### config.mk
export PLATFORM = sky130hd
export DESIGN_NAME = song_player_flat
export DESIGN_NICKNAME = d
export VERILOG_FILES = /design/src/rtl/song_pkg.sv /design/src/rtl/song_player_if.sv /design/src/rtl/song_player_dur_counter.sv /design/src/rtl/song_player.sv /design/src/flat_wrapper.sv
export SDC_FILE = /design/constraint.sdc
export NUM_CORES = 1
export LEC_CHECK = 0
export CORE_UTILIZATION = 56
export CTS_CLUSTER_DIAMETER = 200
export DETAILED_ROUTE_END_ITERATION = 10
export PLACE_DENSITY = 0.81
export SLEW_MARGIN = 5
export SYNTH_ARGS = -nofsm -noshare
export SYNTH_HDL_FRONTEND = slang
export SYNTH_HIERARCHICAL = 1
export SYNTH_SLANG_ARGS = --single-unit
### constraint.sdc
create_clock -name clk -period 3.45 [get_ports clk]
set_input_delay 0.8625 -clock clk [delete_from_list [all_inputs] [get_ports clk]]
set_output_delay 0.8625 -clock clk [all_outputs]
set_load 0.02 [all_outputs]
### src/rtl/song_pkg.sv
// Shared constants and state encoding for the melody sequencer.
package song_pkg;

  localparam int unsigned NOTE_W_DEF     = 4;
  localparam int unsigned DUR_W_DEF      = 26;
  localparam int unsigned IDX_W_DEF      = 5;
  localparam int unsigned SONG_LEN_DEF   = 26;
  localparam int unsigned GAP_CYCLES_DEF = 2500000;

  localparam logic [1:0] SONG_ODE  = 2'd0;
  localparam logic [1:0] SONG_BDAY = 2'd1;
  localparam logic [1:0] SONG_MARY = 2'd2;

  typedef enum logic [2:0] {
    ST_IDLE,
    ST_FETCH,
    ST_PLAY,
    ST_GAP,
    ST_FINISH
  } player_state_e;

endpackage

### src/rtl/song_player_if.sv
// Lookup bus between the sequencer (master) and the song note/duration table.
interface song_player_if
  import song_pkg::*;
#(
  parameter int unsigned NOTE_W = NOTE_W_DEF,
  parameter int unsigned DUR_W  = DUR_W_DEF,
  parameter int unsigned IDX_W  = IDX_W_DEF
);

  logic [1:0]        rom_song;
  logic [IDX_W-1:0]  rom_index;
  logic [NOTE_W-1:0] rom_note;
  logic [DUR_W-1:0]  rom_duration;

  modport master (
    output rom_song,
    output rom_index,
    input  rom_note,
    input  rom_duration
  );

  modport slave (
    input  rom_song,
    input  rom_index,
    output rom_note,
    output rom_duration
  );

endinterface

### src/rtl/song_player_dur_counter.sv
// Loadable down-counter that stops at zero and flags its final count.
module dur_counter
  import song_pkg::*;
#(
  parameter int unsigned DUR_W = DUR_W_DEF
) (
  input  logic             clk,
  input  logic             rst_n,
  input  logic             load,
  input  logic             en,
  input  logic [DUR_W-1:0] load_val,
  output logic             last_c
);

  logic [DUR_W-1:0] count;

  always_ff @(posedge clk) begin
    if (!rst_n) begin
      count <= '0;
    end else if (load) begin
      count <= load_val;
    end else if (en && (count != '0)) begin
      count <= count - DUR_W'(1);
    end
  end

  assign last_c = (count == DUR_W'(1));

endmodule

### src/rtl/song_player.sv
// Melody sequencer: walks the song table, holds each note for its duration,
// inserts an articulation gap and reports the natural end of the song.
module song_player
  import song_pkg::*;
#(
  parameter int unsigned SONG_LEN   = SONG_LEN_DEF,
  parameter int unsigned GAP_CYCLES = GAP_CYCLES_DEF,
  parameter int unsigned NOTE_W     = NOTE_W_DEF,
  parameter int unsigned DUR_W      = DUR_W_DEF,
  parameter int unsigned IDX_W      = IDX_W_DEF
) (
  input  logic              clk,
  input  logic              rst_n,
  input  logic              start,
  input  logic              stop,
  input  logic              pause,
  input  logic              loop_en,
  input  logic [1:0]        song_sel,
  song_player_if.master     rom,
  output logic [NOTE_W-1:0] note_out,
  output logic              note_valid,
  output logic              busy,
  output logic              done
);

  localparam logic HAS_GAP = (GAP_CYCLES != 0);

  player_state_e     state;
  player_state_e     next_state;

  logic              note_last_c;
  logic              gap_last_c;
  logic              note_done_c;
  logic              advance_c;
  logic              last_idx_c;
  logic              dur_zero_c;
  logic              accept_start_c;

  logic [1:0]        rom_song_d;
  logic [IDX_W-1:0]  rom_index_d;
  logic [NOTE_W-1:0] note_out_d;
  logic              note_valid_d;
  logic              busy_d;
  logic              done_d;

  assign dur_zero_c     = (rom.rom_duration == '0);
  assign last_idx_c     = (rom.rom_index == IDX_W'(SONG_LEN - 1));
  assign note_done_c    = (state == ST_PLAY) && !pause && note_last_c;
  assign advance_c      = (note_done_c && !HAS_GAP) ||
                          ((state == ST_GAP) && !pause && gap_last_c);
  assign accept_start_c = start && !stop &&
                          ((state == ST_IDLE) || (state == ST_FINISH));

  // Note length: loaded while the table answer is sampled in FETCH.
  dur_counter #(.DUR_W(DUR_W)) u_note_cnt (
    .clk      (clk),
    .rst_n    (rst_n),
    .load     (state == ST_FETCH),
    .en       ((state == ST_PLAY) && !pause),
    .load_val (rom.rom_duration),
    .last_c   (note_last_c)
  );

  dur_counter #(.DUR_W(DUR_W)) u_gap_cnt (
    .clk      (clk),
    .rst_n    (rst_n),
    .load     (note_done_c && HAS_GAP),
    .en       ((state == ST_GAP) && !pause),
    .load_val (DUR_W'(GAP_CYCLES)),
    .last_c   (gap_last_c)
  );

  // State and registered outputs.
  always_ff @(posedge clk) begin
    if (!rst_n) begin
      state         <= ST_IDLE;
      rom.rom_song  <= SONG_ODE;
      rom.rom_index <= '0;
      note_out      <= '0;
      note_valid    <= 1'b0;
      busy          <= 1'b0;
      done          <= 1'b0;
    end else begin
      state         <= next_state;
      rom.rom_song  <= rom_song_d;
      rom.rom_index <= rom_index_d;
      note_out      <= note_out_d;
      note_valid    <= note_valid_d;
      busy          <= busy_d;
      done          <= done_d;
    end
  end

  // Next state; stop outranks every transition.
  always_comb begin
    next_state = state;
    case (state)
      ST_IDLE, ST_FINISH: if (start) next_state = ST_FETCH;
      ST_FETCH:           next_state = dur_zero_c ? ST_FINISH : ST_PLAY;
      ST_PLAY:            if (note_done_c && HAS_GAP) next_state = ST_GAP;
      ST_GAP:             ;
      default:            next_state = ST_IDLE;
    endcase
    if (advance_c) begin
      next_state = (!last_idx_c || loop_en) ? ST_FETCH : ST_FINISH;
    end
    if (stop) begin
      next_state = ST_IDLE;
    end
  end

  // Next values of the registered outputs.
  always_comb begin
    rom_song_d   = rom.rom_song;
    rom_index_d  = rom.rom_index;
    note_out_d   = note_out;
    done_d       = 1'b0;
    if (accept_start_c) begin
      rom_song_d  = song_sel;
      rom_index_d = '0;
    end
    if ((state == ST_FETCH) && !dur_zero_c) begin
      note_out_d = rom.rom_note;
    end
    if (advance_c) begin
      rom_index_d = last_idx_c ? '0 : rom.rom_index + IDX_W'(1);
    end
    done_d = ((state == ST_FETCH) && dur_zero_c) ||
             (advance_c && last_idx_c && !loop_en);
    if (stop) begin
      rom_index_d = '0;
      done_d      = 1'b0;
    end
    busy_d       = (next_state == ST_FETCH) || (next_state == ST_PLAY) ||
                   (next_state == ST_GAP);
    note_valid_d = (next_state == ST_PLAY) && !pause;
  end

endmodule

### src/flat_wrapper.sv
// flat-port wrapper written by rule: the top's interface ports become plain ports
module song_player_flat import song_pkg::*;
#(
  parameter int unsigned SONG_LEN   = SONG_LEN_DEF,
  parameter int unsigned GAP_CYCLES = GAP_CYCLES_DEF,
  parameter int unsigned NOTE_W     = NOTE_W_DEF,
  parameter int unsigned DUR_W      = DUR_W_DEF,
  parameter int unsigned IDX_W      = IDX_W_DEF
)
  (clk, rst_n, start, stop, pause, loop_en, song_sel, note_out, note_valid, busy, done, rom_rom_song, rom_rom_index, rom_rom_note, rom_rom_duration);
  song_player_if #(.NOTE_W(NOTE_W), .DUR_W(DUR_W), .IDX_W(IDX_W)) rom_i ();
  input  logic clk;
  input  logic rst_n;
  input  logic start;
  input  logic stop;
  input  logic pause;
  input  logic loop_en;
  input  logic [1:0] song_sel;
  output logic [NOTE_W-1:0] note_out;
  output logic note_valid;
  output logic busy;
  output logic done;
  output wire logic [$bits(rom_i.rom_song)-1:0] rom_rom_song;
  output wire logic [$bits(rom_i.rom_index)-1:0] rom_rom_index;
  input wire logic [$bits(rom_i.rom_note)-1:0] rom_rom_note;
  input wire logic [$bits(rom_i.rom_duration)-1:0] rom_rom_duration;
  assign rom_rom_song = rom_i.rom_song;
  assign rom_rom_index = rom_i.rom_index;
  assign rom_i.rom_note = rom_rom_note;
  assign rom_i.rom_duration = rom_rom_duration;
  song_player #(.SONG_LEN(SONG_LEN), .GAP_CYCLES(GAP_CYCLES), .NOTE_W(NOTE_W), .DUR_W(DUR_W), .IDX_W(IDX_W)) u_core (.clk(clk), .rst_n(rst_n), .start(start), .stop(stop), .pause(pause), .loop_en(loop_en), .song_sel(song_sel), .rom(rom_i), .note_out(note_out), .note_valid(note_valid), .busy(busy), .done(done));
endmodule
==> report_table.html <==
<table>
<tr><th>Metric</th><th>Value</th></tr>
<tr><th colspan="2">Worst setup path</th></tr>
<tr><td>Critical-path maximum fanout</td><td>13</td></tr>
<tr><td>Critical path data required time</td><td>3.73 ns</td></tr>
<tr><td>Crit path capture type</td><td>register</td></tr>
<tr><td>Slowest stage cell on the critical path</td><td>o21ai_1</td></tr>
<tr><td>Data arrival at the endpoint of the critical path</td><td>roughly 3.2 ns</td></tr>
<tr><td>Startpoint types</td><td>register</td></tr>
<tr><td>Kind of critical path</td><td>register to register</td></tr>
<tr><td>Ordered cell list for the critical path</td><td>or4_1 &gt; or4_4 &gt; o21ai_1 &gt; o31ai_1 &gt; a31oi_1</td></tr>
<tr><td>Slowest Stage Delay on Critical Path</td><td>0.79 ns</td></tr>
<tr><th colspan="2">Timing</th></tr>
<tr><td>Relative slew margins</td><td>between 30% and 40%</td></tr>
<tr><td>Max-slew violation total from the final report</td><td>0</td></tr>
<tr><td>Actual slew at the worst max-slew pin</td><td>0.974 ns</td></tr>
<tr><td>RSZ-0062 raised after global routing</td><td>false</td></tr>
<tr><td>Timing-limited maximum frequency</td><td>341 MHz</td></tr>
<tr><td>Final setup fails</td><td>0</td></tr>
<tr><td>Tcrit/Tclk final</td><td>a little over four fifths</td></tr>
<tr><td>Final Hold Viols</td><td>0</td></tr>
<tr><td>Final sum of negative setup slack</td><td>0 ns</td></tr>
<tr><td>Final clock skew</td><td>0.0142 ns</td></tr>
<tr><td>Min Clock Period, post-route</td><td>2.93 ns</td></tr>
<tr><th colspan="2">Worst hold path</th></tr>
<tr><td>Hold Path Class</td><td>register to register</td></tr>
<tr><th colspan="2">Synth</th></tr>
<tr><td>Number of unique standard cell types used by synthesis</td><td>60</td></tr>
<tr><td>Netlist Area Pre-Place</td><td>3990 sq um</td></tr>
<tr><td>Post-Synthesis Mean Instance Area</td><td>8.34 sq um</td></tr>
<tr><td>Sequential cell area fraction in the yosys report</td><td>34.7%</td></tr>
<tr><td>Warnings from Yosys</td><td>6</td></tr>
<tr><td>Biggest area contributors in the synthesized netlist</td><td>dfxtp_1 (35%), o21ai_0 (6.3%), a21oi_1 (5.4%)</td></tr>
<tr><td>Proportion of register bits with asynchronous set or reset after synthesis</td><td>0%</td></tr>
<tr><td>Proportion of netlist area held by the largest area contributor</td><td>34.7%</td></tr>
<tr><td>Count of flip-flops with a built-in enable after synthesis</td><td>0</td></tr>
<tr><td>Leading area contributor after synthesis</td><td>dfxtp_1</td></tr>
<tr><td>Primary flip-flop cell chosen by synthesis mapping</td><td>dfxtp_1</td></tr>
<tr><td>Cells after Synth</td><td>478</td></tr>
<tr><td>Yosys reg bits</td><td>69</td></tr>
<tr><th colspan="2">CTS</th></tr>
<tr><td>Maximum buffer depth of the clock tree</td><td>2</td></tr>
<tr><td>Post-CTS setup repair buffer count</td><td>0</td></tr>
<tr><td>Post-CTS Hold Fix Bufs</td><td>0</td></tr>
<tr><td>Cell at the root of the clock tree</td><td>clkbuf_8</td></tr>
<tr><td>Clock tree from TritonCTS</td><td>built</td></tr>
<tr><td>Number of clock sinks</td><td>69</td></tr>
<tr><td>H-tree Lvls</td><td>3</td></tr>
<tr><td>Clock latency reported for the late side of the worst-skew pair</td><td>0.36 ns</td></tr>
<tr><td>CTS Buf Count</td><td>9</td></tr>
<tr><td>Post-CTS clock slew at the launch and capture registers of the worst setup and hold paths</td><td>0.07 ns</td></tr>
<tr><td>Number of cells upsized or downsized after cts</td><td>0</td></tr>
<tr><th colspan="2">Global routing</th></tr>
<tr><td>Congestion Overflow GR</td><td>0</td></tr>
<tr><td>Initial antenna violation count</td><td>0</td></tr>
<tr><td>Pin count of the biggest net entering global routing</td><td>62</td></tr>
<tr><td>Global-route wire length before repair</td><td>17.2 mm</td></tr>
<tr><td>Number of global-route vias before repair</td><td>3669</td></tr>
<tr><td>Global Route Usage Sum</td><td>28.9%</td></tr>
<tr><th colspan="2">Job</th></tr>
<tr><td>Max-cap violations</td><td>0</td></tr>
<tr><th colspan="2">Detailed routing</th></tr>
<tr><td>First-iteration detailed-routing DRC count</td><td>316</td></tr>
<tr><td>Vias</td><td>~3900</td></tr>
<tr><td>Routed vias/inst</td><td>6.06</td></tr>
<tr><td>Number of detailed-route iterations in the first pass</td><td>5</td></tr>
<tr><td>Residual antenna-violating net count after detailed routing</td><td>0</td></tr>
<tr><td># DRC</td><td>0</td></tr>
<tr><td>Total length of routed wires</td><td>10.1 mm</td></tr>
<tr><td>Mean routed wirelength per cell</td><td>approximately 16 microns</td></tr>
<tr><th colspan="2">Final layout</th></tr>
<tr><td>Share of post-route cells with drive strength above 1</td><td>6.90%</td></tr>
<tr><td>Count of nets after finishing</td><td>590</td></tr>
<tr><td>Antenna Diode Count</td><td>0</td></tr>
<tr><td>Most frequent cells in the layout</td><td>dfxtp_1 (69), clkdlybuf4s50_1 (50), o21ai_0 (50)</td></tr>
<tr><td>Commonest non-fill, non-tap cell in the layout</td><td>dfxtp_1</td></tr>
<tr><td>Filler cells</td><td>554</td></tr>
<tr><td>Final Core Density</td><td>71.1%</td></tr>
<tr><td>Layout overhead on the synthesized area</td><td>21.8%</td></tr>
<tr><th colspan="2">Floorplanning</th></tr>
<tr><td>Die Width</td><td>between 80 and 90 microns</td></tr>
<tr><td>Effective utilization at floorplan</td><td>58.4%</td></tr>
<tr><td>Number of top-level pins</td><td>52</td></tr>
<tr><td>Row count</td><td>30</td></tr>
<tr><td>Die height</td><td>86.4 microns</td></tr>
<tr><td>Core area</td><td>approximately 6800 sq um</td></tr>
<tr><td>Die Area</td><td>7460 sq um</td></tr>
<tr><th colspan="2">Power and ir drop</th></tr>
<tr><td>Leakage power of the design</td><td>0.00178 uW</td></tr>
<tr><td>Max IR drop VDD</td><td>186 uV</td></tr>
<tr><td>Total power divided by cell area</td><td>367 nW/um^2</td></tr>
<tr><th colspan="2">Placed design</th></tr>
<tr><td>DP Wirelength</td><td>6.91 mm</td></tr>
<tr><td>RD Place Congestion</td><td>approximately 0.9</td></tr>
<tr><td>I/O Buffers</td><td>51</td></tr>
<tr><th colspan="2">Outcome</th></tr>
<tr><td>Status</td><td>finished clean</td></tr>
</table>
-- state kept, by name, indices dropped and copies added (netlist names) --
| name | cells |
|---|---|
| u_core/rom.rom_song | 2 |
| u_core/u_note_cnt/count | 26 |
| u_core/u_gap_cnt/count | 26 |
| u_core/done | 1 |
| u_core/busy | 1 |
| u_core/note_out | 4 |
| u_core/note_valid | 1 |
| u_core/rom.rom_index | 5 |
| u_core/state | 3 |
-- critical path: cells and delay by family (launching register included) --
| family | cells | cell delay [ns] |
|---|---|---|
| AND/OR/NAND/NOR | 2 | 1.36 |
| AO/OA/AOI/OAI | 3 | 1.16 |
| flip-flops | 1 | 0.35 |
-- cells by family after synthesis --
kind of cell	after synthesis	synth area share (%)
AO/OA/AOI/OAI	164	25.6
AND/OR/NAND/NOR	159	24.7
flip-flops	69	34.7
buffers and inverters	41	4.55
XOR/XNOR	28	6.15
multiplexers	9	2.26
adder cells (fa/ha/maj)	6	1.88
other	2	0.188
-- per-stage QoR --
step                instance area (sq um)  total power [uW]  hold WS [ns]  instances  setup slack [ns]
floorplan                            4080              1020         0.464        502             0.587
global placement                     4650              1110         0.443        631             0.410
detailed placement                   4650              1110         0.452        631             0.359
CTS                                  4860              1790         0.464        647             0.566
global route                         4860              1850         0.473        647             0.430
finish                               4860              1780         0.461        647             0.519
-- routing by layer --
layer,routed length (microns),share of wire (%),global-route usage (%),vias up
met1,4730,47,39.3,1819
met2,4600,45,44.9,135
li1,-,-,-,1951
met3,589,5.8,4.29,19
met4,223,2.2,13.9,0
met5,0,0,0,-
-- worst paths after layout --
path                            slack, ns                     endpoint                  startpoint  depth (start not counted)
worst max-delay path                 0.52  u_core/u_note_cnt/count[17]  u_core/u_note_cnt/count[4]                          5
worst min register to register       0.46           u_core/note_out[0]          u_core/note_out[0]                          2
worst min-delay path                 0.46           u_core/note_out[0]          u_core/note_out[0]                          2
worst max register to register       0.52  u_core/u_note_cnt/count[17]  u_core/u_note_cnt/count[4]                          5
-- synth_stat cells (3+ instances only) --
| cell | count |
|---|---|
| o211ai_1 | 8 |
| or4_1 | 22 |
| nand4_1 | 4 |
| o21ai_0 | 50 |
| nor4_1 | 12 |
| mux2i_1 | 9 |
| nand2_1 | 21 |
| o31ai_1 | 10 |
| nand3_1 | 14 |
| a21oi_1 | 43 |
| a2111oi_0 | 4 |
| a31oi_1 | 17 |
| o21ai_1 | 4 |
| nor4b_1 | 4 |
| inv_1 | 10 |
| ha_1 | 6 |
| clkbuf_1 | 21 |
| or3_1 | 14 |
| dfxtp_1 | 69 |
| a211oi_1 | 5 |
| nor2_1 | 17 |
| nor3_1 | 10 |
| nand4b_1 | 4 |
| nand2b_1 | 8 |
| and4_1 | 3 |
| xnor2_1 | 12 |
| buf_2 | 4 |
| o211a_1 | 4 |
| xor2_1 | 16 |
| and3_1 | 5 |
-- cell type report --
type | instances | area, sq um | share of cell area, %
clock buffers | 11 | 141 | 2.91
flip-flops and latches | 69 | 1380 | 28.4
repair buffers | 62 | 588 | 12.1
inverters | 12 | 45.0 | 0.928
multi-input cells | 392 | 2520 | 51.9
well taps | 96 | 120 | 2.47
clock inverters | 5 | 60.1 | 1.24
-- power breakdown --
group / internal (uW) / switching [uW] / total, uW
clock network: 355 / 324 / 679
logic: 115 / 148 / 263
registers: 818 / 22.0 / 840
total: 1290 / 495 / 1780
(Power assumes the default switching activity.)
